<file path="config.mk">
export PLATFORM = sky130hd
export DESIGN_NAME = adiabatic_phase_sequencer_flat
export DESIGN_NICKNAME = d
export VERILOG_FILES = /design/src/rtl/adiabatic_phase_sequencer_if.sv /design/src/rtl/adiabatic_phase_sequencer.sv /design/src/flat_wrapper.sv
export SDC_FILE = /design/constraint.sdc
export NUM_CORES = 1
export LEC_CHECK = 0
export ABC_AREA = 1
export BUFFER_PORTS_ARGS = -buffer_cell sky130_fd_sc_hd__buf_2
export CAP_MARGIN = 20
export CELL_PAD_IN_SITES_DETAIL_PLACEMENT = 0
export CELL_PAD_IN_SITES_GLOBAL_PLACEMENT = 1
export CORE_MARGIN = 5
export CORE_UTILIZATION = 30
export DETAILED_ROUTE_END_ITERATION = 16
export PLACE_DENSITY = 0.58
export SETUP_SLACK_MARGIN = 0.05
export SYNTH_ARGS = -nofsm -noshare
export SYNTH_HDL_FRONTEND = slang
export SYNTH_SLANG_ARGS = --single-unit
</file>
<file path="constraint.sdc">
create_clock -name clk -period 3.73 [get_ports clk]
set_clock_uncertainty 0.05 [all_clocks]
set_input_delay 0.373 -clock clk [delete_from_list [all_inputs] [get_ports clk]]
set_output_delay 0.373 -clock clk [all_outputs]
set_load 0.005 [all_outputs]
</file>
<file path="src/rtl/adiabatic_phase_sequencer_if.sv">
// ----------------------------------------------------------------------------
// adiabatic_phase_sequencer_if
//   Operation issue / result handshake between the ALU issue logic and the
//   adiabatic phase sequencer.
//
//   op_valid   issue -> seq   operation request
//   op_ready   seq -> issue   sequencer can accept an op this cycle
//   op_id      issue -> seq   tag of the requested op
//   res_valid  seq -> issue   1-cycle pulse, last gate stage holds its result
//   res_id     seq -> issue   tag of the completing op, valid with res_valid
//
//   master: issue side.  slave: sequencer side.
// ----------------------------------------------------------------------------
interface adiabatic_phase_sequencer_if #(
    parameter int ID_W = 4
) ();
    logic            op_valid;
    logic            op_ready;
    logic [ID_W-1:0] op_id;
    logic            res_valid;
    logic [ID_W-1:0] res_id;

    modport master (
        output op_valid,
        output op_id,
        input  op_ready,
        input  res_valid,
        input  res_id
    );

    modport slave (
        input  op_valid,
        input  op_id,
        output op_ready,
        output res_valid,
        output res_id
    );
endinterface

</file>
<file path="src/rtl/adiabatic_phase_sequencer.sv">
// ----------------------------------------------------------------------------
// adiabatic_phase_sequencer
//   Sequences the 4-phase stepwise power clocks (clkpos/clkneg level pairs)
//   for the adiabatic ALU gate pipeline.  An accepted op starts a run in which
//   each phase ramps RISE/HOLD/FALL/IDLE, one segment of STEPS clocks each,
//   phase k lagging phase 0 by k segments.  res_valid pulses with the op tag
//   when the last gate stage holds its evaluated output (launch + L clocks).
//
// Ports
//   clk       sequencer clock
//   rst_n     asynchronous reset, active low
//   bus       op/result handshake (slave modport)
//   phi_lvl   per-phase clkpos step level, phase k at [k*LVL_W +: LVL_W]
//   phi_lvln  per-phase clkneg level, STEPS - phi_lvl per phase
//   busy      sequencer is not idle
//
// Build option
//   ADB_BURST_EN  when defined, a further op may be accepted in RUN on the
//                 phase-0 launch slot (tick == PER-1); up to
//                 ceil((L+1)/PER) ops are tracked in flight.  When undefined
//                 only one op is in flight and op_ready is asserted in IDLE.
//
// State table
//   state  | meaning
//   IDLE   | no ramps, tick held 0, ready for an op
//   RUN    | ops in flight, phases re-arm their mask on each RISE entry
//   DRAIN  | no ops left, ramps finish, phases drop out at their next RISE
// ----------------------------------------------------------------------------
module adiabatic_phase_sequencer #(
    parameter int  STEPS = 4,
    parameter int  DEPTH = 4,
    parameter int  ID_W  = 4,
    localparam int NPH   = 4,
    localparam int LVL_W = $clog2(STEPS + 1)
) (
    input  logic                       clk,
    input  logic                       rst_n,
    adiabatic_phase_sequencer_if.slave bus,
    output logic [NPH*LVL_W-1:0]       phi_lvl,
    output logic [NPH*LVL_W-1:0]       phi_lvln,
    output logic                       busy
);

    localparam int PER    = NPH * STEPS;
    localparam int L      = (DEPTH + 1) * STEPS - 1;
    localparam int TICK_W = $clog2(PER);
    localparam int CNT_W  = $clog2(L + 1);
`ifdef ADB_BURST_EN
    localparam int NSLOT  = (L + PER) / PER;
`else
    localparam int NSLOT  = 1;
`endif

    typedef enum logic [1:0] {
        S_IDLE  = 2'd0,
        S_RUN   = 2'd1,
        S_DRAIN = 2'd2
    } state_t;

    state_t                 state, state_nx;
    logic [TICK_W-1:0]      tick, tick_nx, tick_inc;
    logic [NPH-1:0]         mask, mask_nx;
    logic [NSLOT-1:0]       act, act_nx;
    logic [CNT_W-1:0]       cnt    [NSLOT];
    logic [CNT_W-1:0]       cnt_nx [NSLOT];
    logic [ID_W-1:0]        tag    [NSLOT];
    logic [ID_W-1:0]        tag_nx [NSLOT];
    logic [NPH*LVL_W-1:0]   lvl_nx, lvln_nx;
    logic                   res_valid_q, res_valid_nx;
    logic [ID_W-1:0]        res_id_q, res_id_nx;
    logic                   op_ready_q, op_ready_nx;
    logic                   accept;
    logic                   placed;

    assign bus.op_ready  = op_ready_q;
    assign bus.res_valid = res_valid_q;
    assign bus.res_id    = res_id_q;

    assign accept   = bus.op_valid && op_ready_q;
    assign tick_inc = (tick == TICK_W'(PER - 1)) ? '0 : tick + TICK_W'(1);

    // Level of phase k at tick t, ignoring its mask.
    function automatic logic [LVL_W-1:0] ramp_lvl(input logic [TICK_W-1:0] t,
                                                   input logic [1:0]        k);
        logic [1:0]       seg;
        logic [LVL_W-1:0] s;
        seg = 2'(t / TICK_W'(STEPS)) - k;
        s   = LVL_W'(t % TICK_W'(STEPS));
        case (seg)
            2'd0:    ramp_lvl = s + LVL_W'(1);
            2'd1:    ramp_lvl = LVL_W'(STEPS);
            2'd2:    ramp_lvl = LVL_W'(STEPS - 1) - s;
            default: ramp_lvl = '0;
        endcase
    endfunction

    always_comb begin
        state_nx     = state;
        tick_nx      = tick;
        mask_nx      = mask;
        act_nx       = act;
        cnt_nx       = cnt;
        tag_nx       = tag;
        res_valid_nx = 1'b0;
        res_id_nx    = res_id_q;
        placed       = 1'b0;
        lvl_nx       = '0;
        lvln_nx      = '0;
        op_ready_nx  = 1'b0;

        // In-flight countdowns; terminal count fires the result next cycle.
        for (int i = 0; i < NSLOT; i++) begin
            if (act[i]) begin
                if (cnt[i] == '0) begin
                    act_nx[i]    = 1'b0;
                    res_valid_nx = 1'b1;
                    res_id_nx    = tag[i];
                end else begin
                    cnt_nx[i] = cnt[i] - CNT_W'(1);
                end
            end
        end

        // Launch is the cycle after accept, so L-1 here lands the pulse at A+1+L.
        if (accept) begin
            for (int i = 0; i < NSLOT; i++) begin
                if (!placed && !act_nx[i]) begin
                    act_nx[i] = 1'b1;
                    cnt_nx[i] = CNT_W'(L - 1);
                    tag_nx[i] = bus.op_id;
                    placed    = 1'b1;
                end
            end
        end

        case (state)
            S_IDLE: begin
                tick_nx = '0;
                if (accept) state_nx = S_RUN;
            end
            S_RUN: begin
                tick_nx = tick_inc;
                if (res_valid_q && (act == '0) && !accept) state_nx = S_DRAIN;
            end
            S_DRAIN: begin
                tick_nx = tick_inc;
            end
            default: begin
                state_nx = S_IDLE;
                tick_nx  = '0;
            end
        endcase

        // A phase's mask is only rewritten on the cycle it enters RISE.
        if (state_nx == S_IDLE) begin
            mask_nx = '0;
        end else begin
            for (int k = 0; k < NPH; k++) begin
                if (tick_nx == TICK_W'(k * STEPS)) mask_nx[k] = (state_nx == S_RUN);
            end
        end

        if ((state_nx == S_DRAIN) && (mask_nx == '0)) begin
            state_nx = S_IDLE;
            tick_nx  = '0;
        end

        for (int k = 0; k < NPH; k++) begin
            lvl_nx[k*LVL_W +: LVL_W]  = mask_nx[k] ? ramp_lvl(tick_nx, 2'(k)) : '0;
            lvln_nx[k*LVL_W +: LVL_W] = LVL_W'(STEPS) - lvl_nx[k*LVL_W +: LVL_W];
        end

        op_ready_nx = (state_nx == S_IDLE);
`ifdef ADB_BURST_EN
        if ((state_nx == S_RUN) && (tick_nx == TICK_W'(PER - 1)) && (act_nx != '1))
            op_ready_nx = 1'b1;
`endif
    end

    always_ff @(posedge clk or negedge rst_n) begin
        if (!rst_n) begin
            state       <= S_IDLE;
            tick        <= '0;
            mask        <= '0;
            act         <= '0;
            for (int i = 0; i < NSLOT; i++) begin
                cnt[i] <= '0;
                tag[i] <= '0;
            end
            phi_lvl     <= '0;
            phi_lvln    <= {NPH{LVL_W'(STEPS)}};
            res_valid_q <= 1'b0;
            res_id_q    <= '0;
            op_ready_q  <= 1'b0;
            busy        <= 1'b0;
        end else begin
            state       <= state_nx;
            tick        <= tick_nx;
            mask        <= mask_nx;
            act         <= act_nx;
            cnt         <= cnt_nx;
            tag         <= tag_nx;
            phi_lvl     <= lvl_nx;
            phi_lvln    <= lvln_nx;
            res_valid_q <= res_valid_nx;
            res_id_q    <= res_id_nx;
            op_ready_q  <= op_ready_nx;
            busy        <= (state_nx != S_IDLE);
        end
    end

endmodule

</file>
<file path="src/flat_wrapper.sv">
// flat-port wrapper written by rule: the top's interface ports become plain ports
module adiabatic_phase_sequencer_flat 
#(
    parameter int  STEPS = 4,
    parameter int  DEPTH = 4,
    parameter int  ID_W  = 4,
    localparam int NPH   = 4,
    localparam int LVL_W = $clog2(STEPS + 1)
)
  (clk, rst_n, phi_lvl, phi_lvln, busy, bus_op_valid, bus_op_id, bus_op_ready, bus_res_valid, bus_res_id);
  adiabatic_phase_sequencer_if #(.ID_W(ID_W)) bus_i ();
  input  logic clk;
  input  logic rst_n;
  output logic [NPH*LVL_W-1:0] phi_lvl;
  output logic [NPH*LVL_W-1:0] phi_lvln;
  output logic busy;
  input wire logic [$bits(bus_i.op_valid)-1:0] bus_op_valid;
  input wire logic [$bits(bus_i.op_id)-1:0] bus_op_id;
  output wire logic [$bits(bus_i.op_ready)-1:0] bus_op_ready;
  output wire logic [$bits(bus_i.res_valid)-1:0] bus_res_valid;
  output wire logic [$bits(bus_i.res_id)-1:0] bus_res_id;
  assign bus_i.op_valid = bus_op_valid;
  assign bus_i.op_id = bus_op_id;
  assign bus_op_ready = bus_i.op_ready;
  assign bus_res_valid = bus_i.res_valid;
  assign bus_res_id = bus_i.res_id;
  adiabatic_phase_sequencer #(.STEPS(STEPS), .DEPTH(DEPTH), .ID_W(ID_W)) u_core (.clk(clk), .rst_n(rst_n), .bus(bus_i), .phi_lvl(phi_lvl), .phi_lvln(phi_lvln), .busy(busy));
endmodule
</file>
==> summary.md, run 1 <==
| Metric | Value |
|---|---|
| Switch share | 39.1% |
| Vias in the first global route | about 1800 |
| Sequential share of power | a little under two fifths |
| Setup CP Type | reg2reg |
| Num CTS Buffers | 5 |
| Int Pwr | about 1100 uW |
| CTS Root Cell | clkbuf_8 |
| Maxcap violations | 0 |
| DRC Markers | 0 |
| Critical path endpoint category | flop |
| Gr usage total | 10.7% |
| Die Wd | between 90 and 100 um |
| Share of cells above drive strength 1 | around 30% |
| Hold Fails Final Rpt | 0 |
| Avg Cell Area, Syn | 8.88 sq um |
| Post-synth EDFFs | 0 |
| FF-to-FF Start | u_core.state[1] |
| FF-to-FF setup slack | ~0.51 ns |
| Clock Latency Late Sink | approximately 0.30 ns |
| Total gr overflow | 0 |
| Net Switching | 721 uW |
| Final nets | 320 |
| Hold EP | u_core.tag[3] |
| Largest family of logic cells by synthesized area | simple AND/OR/NAND/NOR gates |
| FP Rows | 32 |
| Async SR Flop Fraction | 100% |
| Crit Path Max Fanout | 6 |
| Mapped Area | ~0.0023 sq mm |
| CTS max path bufs | 2 |
| Number of detailed-route iterations in the first pass | 4 |
| Post CTS Setup Buffer Count | 0 |
| Initial core utilization | slightly above 30% |
| RSZ-0062 raised after global routing | no |
| FMAX | a little over 0.3 GHz |
| Cell variety after synth | 27 |
| Post-Synth Simple-Gate Area | 28.8% |
| Synth top area share | 46.6% |
| Crit-path most repeated cell | nand2_1 |
| Via-per-instance ratio | 4.23 |
| Lkg Pwr | 0.00156 uW |
| Critical path, cell by cell | inv_1 > ha_1 > nand2_1 > nor2_4 > nand3_2 > nor2_1 > nand2_1 > nand3_2 > nand3_1 > nor2_2 > nor2_1 > ha_1 > nand3_1 > nand2_1 > nand2_2 > ha_1 > inv_1 > nand4_1 > nand2_1 |
| Core Area | 0.00761 sq mm |
| Post-synthesis xor/xnor area fraction | 0.758% |
| Dpl cells | approximately 400 |
| Most frequent cell after synthesis | nand2_1 |
| Clk slew on worst S/H paths | 0.09 ns |
| P per Cell Area | 673 mW/mm^2 |
| Clock network power share | 21.1% |
| Critical Path Start Type | flop |
| Post-synth top area cell | dfrtp_1 |
| Initial antenna violation count | 0 |
| Final setup margin | 0.507 ns |
| Synth Instances | 260 |
| DP Worst Slack | 0.484 ns |
| Post-synthesis adder-cell area fraction | between 5 and 6% |
| CTS tree | yes |
| Synth Warn # | 0 |
| Worst Path Arrival | 3.42 ns |
| Register bit total from synthesis | 47 |
| Busiest grt layer | met2 |
| Min cycle time layout | about 3.2 ns |
| Routed WL | 4.74 mm |
| Worst Hold Depth | 3 |
| Clk sink count | 47 |
| Hold path start | bus_op_id[3] |
| P&R area growth vs syn | 18.6% |
| First-pass GRT wire length | 8.43 mm |
| Worst EP required | 3.92 ns |
| Port Buffers | 37 |
| Fillers | 810 |
| Worst vdd ir | 199 uV |
| DRT iter0 DRCs | 63 |
| Portion of netlist area occupied by mux cells | 0% |
| Routed len/inst | 11.7 um |
| HP Class | in2reg |
| Largest net degree at the start of global routing | 48 |
| Largest stage delay, worst path | between 0.4 and 0.5 ns |
| I/O pins | 38 |
| GR met3 Demand/Resource | under 10% |
| Top cells by area, synth | dfrtp_1, nand2_1, inv_1 |
| Via count | approximately 1700 |
| Syn nets | ~280 |
| Post-place instance area | 0.00259 sq mm |
| Gpl congestion | 0.769 |
| Met2 global-route usage | 18.1% |
| Reg-to-Reg End | u_core.phi_lvln[2] |
| Comb power frac | about two fifths |
| Die area | ~0.0096 sq mm |
| Post-route ant nets | 0 |
| Main flop type after synthesis | dfrtp_1 |
| Floorplan die height | 97.7 um |
| Worst Tran Pin Value | 0.562 ns |
| DP Wirelength | between 3 and 4 mm |
| Synth top cells by count | nand2_1, dfrtp_1, inv_1, nand3_1, nor2_1 |
| Non-Filler Cell Area, Final | 0.00274 sq mm |
| Status | finished, final reports clean |
| Final Max Tran Viols | 0 |
| Met1 Usage GRT | between 10 and 15% |
| Non-Filler Instances | 405 |
| Slew Limit Headroom | between 60% and 70% |
| CP max-delay cell | dfrtp_1 |
| Final period util | between 80% and 90% |
| Synth Area in Compound Gates | 4.23% |
| R2r worst-path depth | 19 |
| Post-synthesis sequential area ratio | 51.1% |
| CTS HTree Levels | 2 |
| Number of inserted diodes | 0 |
| Setup_tns | 0 ns |
| Setup-failing EPs final | 0 |
## state kept, by name, indices dropped and copies added (netlist names)
name	flops
u_core.bus.res_id	4
u_core.tag	4
u_core.bus.op_ready	1
u_core.act	1
u_core.tick	4
u_core.phi_lvl	12
u_core.mask	4
u_core.cnt	5
u_core.state	2
u_core.busy	1
u_core.bus.res_valid	1
u_core.phi_lvln	8
## layout make-up
| type | instances | area, sq um | area share [%] |
|---|---|---|---|
| inverters | 47 | 181 | 6.62 |
| clock buffers | 6 | 82.6 | 3.01 |
| multi-input cells | 162 | 917 | 33.5 |
| repair buffers | 39 | 215 | 7.85 |
| flip-flops and latches | 47 | 1180 | 43.1 |
| well taps | 102 | 128 | 4.66 |
| clock inverters | 2 | 35.0 | 1.28 |
## cell usage in the layout (no fill, tap or decap), types with 2 or more instances in the layout
cell type / Yosys / final
o211ai_1: 2 / 2
xnor2_1: 2 / 2
nand3_1: 18 / 18
ha_1: 11 / 11
buf_2: 0 / 37
nand2_4: 3 / 3
nand4_1: 4 / 4
nand2_1: 68 / 68
nand3_2: 5 / 5
dfstp_2: 4 / 4
nor2_2: 6 / 6
o21ai_0: 7 / 7
nor2_4: 2 / 2
inv_1: 37 / 37
inv_4: 2 / 2
nand2_2: 10 / 10
clkbuf_8: 0 / 6
nor2_1: 15 / 15
dfrtp_1: 43 / 43
inv_2: 8 / 8
a21oi_2: 2 / 2
## routing by layer
layer  part of all wire, %  wire length, um
met1                    46             2200
met2                    48             2250
met3                   5.2              246
met4                  0.89               42
met5                     0                0
## per-stage QoR
stage	hold slack, ns	power (uW)	utilization [%]
floorplan	0.0274	1280	-
global placement	0.401	1480	34.1
detailed placement	0.404	1470	34.1
CTS	0.217	1880	35.6
global route	0.229	2040	36.0
finish	0.225	1840	36.0
## power groups by stage
stage	sequential, uW	combinational, uW	clock [uW]
floorplan	711	564	0
global placement	717	758	0
detailed placement	717	757	0
CTS	707	761	409
global route	722	886	432
finish	706	749	389
## worst max path at each step
stage                               start                 end  slack, ns  cells past startpoint
after global routing      u_core.state[1]  u_core.phi_lvln[5]       0.15                     19
after global placement    u_core.state[1]  u_core.phi_lvln[5]       0.48                     19
after detailed placement  u_core.state[1]  u_core.phi_lvln[5]       0.48                     19
after floorplan           u_core.state[1]  u_core.phi_lvln[2]       0.92                     19
final                     u_core.state[1]  u_core.phi_lvln[2]       0.51                     19
after CTS                 u_core.state[1]  u_core.phi_lvln[2]       0.46                     19
## worst max-delay path: cells and delay by family (launching register included)
family,cells,cell delay (ns)
flip-flops,1,0.41
AND/OR/NAND/NOR,14,1.61
buffers and inverters,2,0.15
adder cells (fa/ha/maj),3,0.94
## repair_timing
action | 4_1_cts | 5_1_grt
hold buffers | 0 | 1
resized for setup | 0 | 0
endpoints found under the hold margin | 0 | 6
## cells by family after synthesis
logic type               count (synthesis)
adder cells (fa/ha/maj)                 11
XOR/XNOR                                 2
buffers and inverters                   51
AO/OA/AOI/OAI                           15
flip-flops                              47
AND/OR/NAND/NOR                        134
Note: power is estimated with default switching activity, not from simulation.
==> run 2, diff against run 1 <==
--- a/config.mk
+++ b/config.mk
@@ -10,7 +10,7 @@
 export CAP_MARGIN = 20
 export CELL_PAD_IN_SITES_DETAIL_PLACEMENT = 0
 export CELL_PAD_IN_SITES_GLOBAL_PLACEMENT = 1
-export CORE_MARGIN = 5
+export CORE_MARGIN = 3
 export CORE_UTILIZATION = 30
 export DETAILED_ROUTE_END_ITERATION = 16
 export PLACE_DENSITY = 0.58
==> summary.md, run 2 (synthesized netlist as in run 1, its figures left out) <==
| Metric | Value |
|---|---|
| Status | finished, final reports clean |
| Gpl congestion | about 0.83 |
| Number of detailed-route iterations in the first pass | 4 |
| Post-route ant nets | 0 |
| Share of cells above drive strength 1 | 29.4% |
| CTS Root Cell | clkbuf_8 |
| Die Wd | 93.7 um |
| Crit Path Max Fanout | 6 |
| CTS max path bufs | 2 |
| HP Class | in2reg |
| DRT iter0 DRCs | 47 |
| P&R area growth vs syn | 19.1% |
| Final Max Tran Viols | 0 |
| Initial core utilization | 31.3% |
| Critical path endpoint category | flop |
| Worst vdd ir | 333 uV |
| Reg-to-Reg End | u_core.phi_lvln[11] |
| Worst Path Arrival | 3.45 ns |
| Clock Latency Late Sink | around 0.30 ns |
| Vias in the first global route | 1725 |
| Setup-failing EPs final | 0 |
| Initial antenna violation count | 0 |
| Num CTS Buffers | 5 |
| Clk slew on worst S/H paths | 0.08 ns |
| Int Pwr | 1170 uW |
| Routed len/inst | 11.3 um |
| Clock network power share | a little under a quarter |
| Total gr overflow | 0 |
| Sequential share of power | 37.3% |
| Port Buffers | 37 |
| Worst Hold Depth | 3 |
| First-pass GRT wire length | 7.93 mm |
| Final period util | 87.3% |
| Via-per-instance ratio | 4.21 |
| Final nets | 320 |
| DP Wirelength | roughly 3.5 mm |
| Most frequent cells in the layout | nand2_1, dfrtp_1, inv_1, buf_2, nand3_1 |
| RSZ-0062 raised after global routing | no |
| Largest regs | u_core.phi_lvl (12), u_core.phi_lvln (8), u_core.cnt (5) |
| Hold Fails Final Rpt | 0 |
| Clk sink count | 47 |
| Post CTS Setup Buffer Count | 0 |
| FF-to-FF setup slack | 0.48 ns |
| FF-to-FF Start | u_core.state[1] |
| Register area | 0.00118 sq mm |
| Hold EP | u_core.tag[0] |
| CTS tree | yes |
| FP Rows | 31 |
| P per Cell Area | 686 mW/mm^2 |
| DRC Markers | 0 |
| Net Switching | 714 uW |
| R2r worst-path depth | 19 |
| Largest net degree at the start of global routing | 48 |
| Gr usage total | 11.5% |
| Lkg Pwr | 0.00156 uW |
| Post-layout util | between 30 and 40% |
| Core Area | around 0.0074 sq mm |
| Non-Filler Instances | 402 |
| Hold path start | bus_op_id[0] |
| Worst Tran Pin Value | 0.553 ns |
| Min cycle time layout | 3.25 ns |
| Number of inserted diodes | 0 |
| Fillers | 794 |
| Dpl cells | 392 |
| Commonest non-fill, non-tap cell in the layout | nand2_1 |
| Comb power frac | 39.6% |
| Routed WL | ~4.5 mm |
| Area occupied by multi-input gates | just over 900 sq um |
| Setup CP Type | reg2reg |
| Largest Register | u_core.phi_lvl |
| Floorplan die height | about 94 um |
| Worst EP required | 3.92 ns |
| Largest register FFs | 12 |
| Maxcap violations | 0 |
| Switch share | ~38% |
| I/O pins | 38 |
| FMAX | 0.307 GHz |
| Die area | 0.00879 sq mm |
| CTS HTree Levels | 2 |
| Setup_tns | 0 ns |
| Via count | 1693 |
| Pwr Total | about 1900 uW |
| Critical Path Start Type | flop |
| Slew Limit Headroom | 63.0% |
## run 2: cell types whose count changed in the layout (fill, tap and decap cells not counted)
cell	before	now
clkinv_2	1	0
bufinv_16	1	2
clkbuf_8	6	5
clkbuf_1	0	1
## run 2: through the flow
stage	hold slack (ns)	setup slack, ns	area, sq um
2_1_floorplan	0.0274	0.922	2310
5_1_grt	0.221	0.0620	2750
6_report	0.230	0.475	2750
3_3_place_gp	0.400	0.450	2590
4_1_cts	0.217	0.449	2720
3_5_place_dp	0.406	0.468	2590
## run 2: worst max path at each step
stage / cells past startpoint / slack (ns) / end / from
2_1_floorplan: 19 / 0.92 / u_core.phi_lvln[2] / u_core.state[1]
5_1_grt: 19 / 0.06 / u_core.phi_lvln[2] / u_core.state[1]
6_report: 19 / 0.48 / u_core.phi_lvln[11] / u_core.state[1]
4_1_cts: 19 / 0.45 / u_core.phi_lvln[2] / u_core.state[1]
3_3_place_gp: 19 / 0.45 / u_core.phi_lvln[2] / u_core.state[1]
3_5_place_dp: 19 / 0.47 / u_core.phi_lvln[2] / u_core.state[1]
## run 2: per-layer routing
layer | track usage [%] | share of wire [%] | routed length [um] | vias up
met4 | 3.97 | 1.3 | 59 | 0
li1 | - | - | - | 881
met1 | 14.3 | 46 | 2090 | 779
met2 | 19.0 | 48 | 2170 | 28
met5 | 0 | 0 | 0 | -
met3 | 3.21 | 5.0 | 229 | 5
## run 2: cell type report
cell class | count | area share, %
Sequential cell | 47 | 42.9
Multi-Input combinational cell | 162 | 33.3
Timing Repair Buffer | 39 | 7.82
Inverter | 47 | 6.59
Tap cell | 99 | 4.50
Clock buffer | 6 | 2.64
Clock inverter | 2 | 2.18
## run 2: timing repair
item,in CTS,in global routing
endpoints found under the hold margin,0,16
resized for setup,0,0
hold buffers,0,1
## run 2: worst max-delay path, stage by stage (launching register included)
cell,delay (ns)
dfrtp_1,0.42
inv_1,0.10
ha_1,0.37
nand2_1,0.11
nor2_4,0.20
nand3_2,0.16
nor2_1,0.13
nand2_1,0.08
nand3_2,0.11
nand3_1,0.11
nor2_2,0.22
nor2_1,0.13
ha_1,0.36
nand2_1,0.07
nand2_1,0.09
nand2_2,0.06
ha_1,0.19
inv_1,0.06
nand4_1,0.08
nand2_1,0.09
## run 2: power groups by stage
| stage | clock [uW] | combinational [uW] | sequential, uW |
|---|---|---|---|
| global route | 474 | 878 | 722 |
| floorplan | 0 | 564 | 711 |
| global placement | 0 | 759 | 717 |
| CTS | 458 | 758 | 706 |
| finish | 436 | 747 | 705 |
| detailed placement | 0 | 756 | 716 |
